[src/rtl/mips_cpu_hilo_seq.sv]
// HI/LO owner for MULT/MULTU/DIV/DIVU: sequences two timed passes through the shared ALU
// (HI code, then LO code) and commits both halves atomically; traps divide-by-zero up front.
module mips_cpu_hilo_seq #(
  parameter int unsigned PASS_CYCLES = 2
) (
  input  logic        clk,
  input  logic        reset,
  input  logic        start,
  input  logic [1:0]  op,
  input  logic [31:0] rs_val,
  input  logic [31:0] rt_val,
  input  logic        mthi,
  input  logic        mtlo,
  input  logic [31:0] wdata,
  input  logic [31:0] alu_out,
  output logic [31:0] alu_a,
  output logic [31:0] alu_b,
  output logic [3:0]  alu_ctrl,
  output logic        busy,
  output logic        done,
  output logic        div0,
  output logic [31:0] hi,
  output logic [31:0] lo
);

  typedef enum logic [1:0] {
    IDLE    = 2'd0,
    PASS_HI = 2'd1,
    PASS_LO = 2'd2
  } state_e;

  localparam logic [3:0] CNT_LOAD = 4'(PASS_CYCLES - 1);

  state_e      state_q;
  logic [3:0]  cnt_q;
  logic [31:0] opa_q;
  logic [31:0] opb_q;
  logic [1:0]  opr_q;
  logic [31:0] hi_q;
  logic [31:0] lo_q;
  logic [31:0] hi_tmp_q;
  logic        done_q;
  logic        div0_q;

  always_ff @(posedge clk) begin
    if (reset) begin
      state_q  <= IDLE;
      cnt_q    <= 4'd0;
      opa_q    <= 32'd0;
      opb_q    <= 32'd0;
      opr_q    <= 2'd0;
      hi_q     <= 32'd0;
      lo_q     <= 32'd0;
      hi_tmp_q <= 32'd0;
      done_q   <= 1'b0;
      div0_q   <= 1'b0;
    end else begin
      done_q <= 1'b0;
      div0_q <= 1'b0;
      case (state_q)
        IDLE: begin
          if (mthi) hi_q <= wdata;
          if (mtlo) lo_q <= wdata;
          if (start) begin
            opa_q <= rs_val;
            opb_q <= rt_val;
            opr_q <= op;
            // A zero divisor never reaches the ALU; report it and stay idle.
            if (op[1] && (rt_val == 32'd0)) begin
              done_q <= 1'b1;
              div0_q <= 1'b1;
            end else begin
              state_q <= PASS_HI;
              cnt_q   <= CNT_LOAD;
            end
          end
        end
        PASS_HI: begin
          if (cnt_q == 4'd0) begin
            hi_tmp_q <= alu_out;
            cnt_q    <= CNT_LOAD;
            state_q  <= PASS_LO;
          end else begin
            cnt_q <= cnt_q - 4'd1;
          end
        end
        PASS_LO: begin
          if (cnt_q == 4'd0) begin
            hi_q    <= hi_tmp_q;
            lo_q    <= alu_out;
            done_q  <= 1'b1;
            state_q <= IDLE;
          end else begin
            cnt_q <= cnt_q - 4'd1;
          end
        end
        default: state_q <= IDLE;
      endcase
    end
  end

  // Pass code is 1,op,sel where sel=1 selects the HI-result flavour.
  assign busy     = (state_q != IDLE);
  assign alu_a    = busy ? opa_q : 32'd0;
  assign alu_b    = busy ? opb_q : 32'd0;
  assign alu_ctrl = busy ? {1'b1, opr_q, (state_q == PASS_HI)} : 4'b0000;
  assign done     = done_q;
  assign div0     = div0_q;
  assign hi       = hi_q;
  assign lo       = lo_q;

endmodule
[config.mk]
export PLATFORM = sky130hd
export DESIGN_NAME = mips_cpu_hilo_seq
export DESIGN_NICKNAME = d
export VERILOG_FILES = /design/src/rtl/mips_cpu_hilo_seq.sv
export SDC_FILE = /design/constraint.sdc
export NUM_CORES = 1
export LEC_CHECK = 0
export BUFFER_PORTS_ARGS = -buffer_cell sky130_fd_sc_hd__buf_4
export CORE_MARGIN = 2
export CORE_UTILIZATION = 50
export CTS_CLUSTER_SIZE = 25
export DETAILED_ROUTE_END_ITERATION = 16
export MAX_ROUTING_LAYER = met4
export PLACE_DENSITY = 0.9
export SYNTH_ARGS = -nofsm -noshare
export SYNTH_HDL_FRONTEND = slang
export SYNTH_SLANG_ARGS = --single-unit
[constraint.sdc]
create_clock -name clk -period 2.1 [get_ports clk]
set_input_delay 0 -clock clk [delete_from_list [all_inputs] [get_ports clk]]
set_output_delay 0 -clock clk [all_outputs]
set_load 0.005 [all_outputs]
==> results by group <==
Worst setup path
  – Critical Path, Cell by Cell: inv_1 -> ha_4 -> mux2i_2 -> a21oi_4 -> buf_4 -> buf_16 -> a211oi_1
  – Max incr delay on CP: 0.40 ns
  – Crit path DAT: 2.37 ns
  – Worst Path Buf+Inv: 3
  – WS Path Type: reg -> reg
  – CP Max Fanout: 32
  – Worst Path Required: 2.42 ns
  – Nature of the critical path startpoint: register
  – Crit path max-delay family: buffers and inverters
  – Crit end category: register
  – Critical Path Slowest Stage Cell: mux2i_2

Logic synthesis
  – Synth warnings: 0
  – Sequential share of the synthesized area: 45.33%
  – Area contributors post-synth: dfxtp_1, a21oi_1, nand2_1
  – Yosys cell types: 38
  – Synth Cell Area: 7508 sq um
  – Cells after synthesis: 915
  – Syn avg cell area: 8.206 sq um
  – Dominant cell type by area after synthesis: dfxtp_1
  – Synth Register Bits: 170
  – Syn nets: 1056
  – Synth top area share: 45.33%

Clocking
  – Clk root buf: clkbuf_16
  – Reg clk slew, reported paths: 0.07 ns
  – CTS tree: built
  – Bufs on Longest Clock Path: 2
  – CTS Buf Count: 17
  – Htree depth: 4
  – Clk_lat worst skew: 0.43 ns
  – CTS sink count: 170

Timing
  – Post-layout min period: 2.051 ns
  – Worst Tran Pin Value: 0.5151 ns
  – Setup TNS: 0 ns
  – Final hold viol count: 0
  – Setup Skew: 0.01206 ns
  – Final Max Slew Viols: 0
  – Period utilisation layout: 97.68%
  – Slew Limit Headroom: 65.66%
  – Final-report setup violation count: 0
  – Unrepaired setup endpoints after global routing: true
  – Fmax: 487.5 MHz

Detailed routing
  – DR iter-0 viols: 755
  – Final ANT Viol Nets: 0
  – Max layer used: met4
  – WL met2: 13420 microns
  – Post-Route WL: 26720 microns
  – Vias per std cell: 5.646
  – Routed len/inst: 18.39 microns
  – First drt pass iteration count: 5
  – Met3 WL: 2168 microns
  – Routed met1 length: 9795 microns
  – Vias: 8204
  – Residual DRC count: 0

Pwr
  – Total power: 0.01544 W
  – PD cells: 1358 nW/um^2
  – Leak: 4.728 nW
  – VDD IR-drop max: 0.8989 mV

Placed design
  – GPL Wtd Cong: 0.8397
  – Post-DP HPWL: 14900 microns
  – Port buffer count: 269

Global routing
  – Total grt overflow: 0
  – Largest net degree at the start of global routing: 85
  – Vias in the first global route: 8213
  – Initial antenna violation count: 0
  – Global-route wire length before repair: 41400 microns
  – Tot GR Track Use: 33.10%

Layout
  – Total Nets Final: 1397
  – Area growth syn-to-layout: 51.36%
  – Ant. Diodes: 0
  – # fillers: 853
  – Layout cells sized above 1: 31.21%

Die
  – Die Y: 126.5 microns
  – Core area: 14590 sq um
  – Initial Util: 51.47%
  – Num rows: 44
  – Die W: 126.5 microns
  – Area of the die: 16010 sq um
  – Top-Level Pins: 270

Status
  – Outcome: completed

Flow run
  – Max-cap violations: 0

Hold path
  – Class of the worst hold path: in -> reg
worst register-to-register path, delay by kind of cell, from the launching register on:
family	cells	cell delay [ns]
compound gates	2	0.34
fa+ha+maj	1	0.31
buf+inv	3	0.57
flops	1	0.33
mux	1	0.41
through the flow:
stage / std cells / area [sq um] / setup WS (ns) / hold slack (ns) / util [%]
detailed placement: 1313 / 9647 / 0.003359 / 0.2541 / 66.12
global route: 1453 / 11360 / -0.05921 / 0.06757 / 77.90
floorplan: 915 / 7508 / 0.3284 / 0.1360 / -
finish: 1453 / 11360 / 0.04881 / 0.06857 / 77.90
global placement: 1313 / 9647 / 0.1344 / 0.2461 / 66.12
CTS: 1445 / 11240 / 0.02526 / 0.03060 / 77.08
synth_stat cells:
library cell,n
nand2_1,203
a21oi_1,170
dfxtp_1,170
nor2b_1,98
nor2_1,72
a211oi_2,56
clkbuf_1,43
nor4_1,10
a211oi_1,9
buf_2,9
inv_1,9
buf_1,8
buf_4,7
buf_6,6
ha_1,6
o21ai_0,6
nand3_1,3
nand4_1,3
nor3_1,3
a21oi_4,2
and2_1,2
nand2b_1,2
o211ai_1,2
o311ai_0,2
a22oi_1,1
a2bb2oi_1,1
a31oi_1,1
mux2i_1,1
mux2i_2,1
nand3b_1,1
nor3b_1,1
nor3b_4,1
nor4b_1,1
o211a_1,1
o311a_1,1
o32ai_2,1
or3b_2,1
or4b_2,1
sequential cells by signal, summed over array words and instances (netlist names):
register and count:
div0 1, lo 32, cnt_q 4, hi_tmp_q 32
done 1, opr_q 2, state_q 2, hi 32
opa_q 32, opb_q 32
final timing paths:
kind	end	cells after the start	from	slack (ns)
max	hi[1]$_SDFFE_PP0P_	7	state_q[0]$_SDFFE_PP0P_	0.05
min	hi[2]$_SDFFE_PP0P_	4	wdata[2]	0.07
max reg2reg	hi[1]$_SDFFE_PP0P_	7	state_q[0]$_SDFFE_PP0P_	0.05
min reg2reg	opa_q[21]$_SDFFE_PP0P_	2	opa_q[21]$_SDFFE_PP0P_	0.45
what timing repair did:
action	CTS	global route
gates resized for setup	1	3
gates cloned	1	3
endpoints found under the setup margin	7	68
hold buffers	99	0
pin swaps	0	0
hold endpoints to repair	132	0
buffers inserted	0	5
report_power, final:
| group | total [W] | internal [W] | switching (W) |
|---|---|---|---|
| logic | 0.00755 | 0.00336 | 0.00419 |
| registers | 0.00485 | 0.00425 | 0.000601 |
| clock network | 0.00304 | 0.00166 | 0.00138 |
routing by layer:
layer,global-route usage [%],vias up
li1,-,3760
met3,7.128,112
met1,36.12,3869
met5,-,-
met2,56.94,463
met4,16.61,0
cell usage in the layout, fill, tap and decap left out, drive strengths merged, types with 3 or more instances in the layout:
master | netlist | final
o21ai | 6 | 6
dfxtp | 170 | 170
a21oi | 172 | 172
ha | 6 | 6
a211oi | 65 | 65
nor2b | 98 | 98
dlygate4sd3 | 0 | 99
clkbuf | 43 | 21
nor3 | 3 | 3
clkinv | 0 | 4
nor2 | 72 | 72
buf | 30 | 293
nand4 | 3 | 3
clkinvlp | 0 | 3
nand2 | 203 | 203
inv | 9 | 15
nand3 | 3 | 3
nor4 | 10 | 10
kinds of logic (layout without fill, tap and decap cells):
family | count (synthesis) | in the layout | share of synthesized area (%)
AND/OR/NAND/NOR | 402 | 402 | 24.55
multiplexers | 2 | 2 | 0.3166
flip-flops | 170 | 170 | 45.33
adder cells (fa/ha/maj) | 6 | 6 | 0.9998
buffers and inverters | 82 | 436 | 5.199
AO/OA/AOI/OAI | 253 | 253 | 23.61
cell type report:
type	count	area, sq um	area share [%]
clock buffers	18	429.2	3.776
clock inverters	14	135.1	1.189
inverters	9	33.78	0.2973
multi-input cells	663	3756	33.05
flip-flops and latches	170	3403	29.95
well taps	184	230.2	2.026
repair buffers	395	3377	29.71
Power figures use the tool's default switching activity.
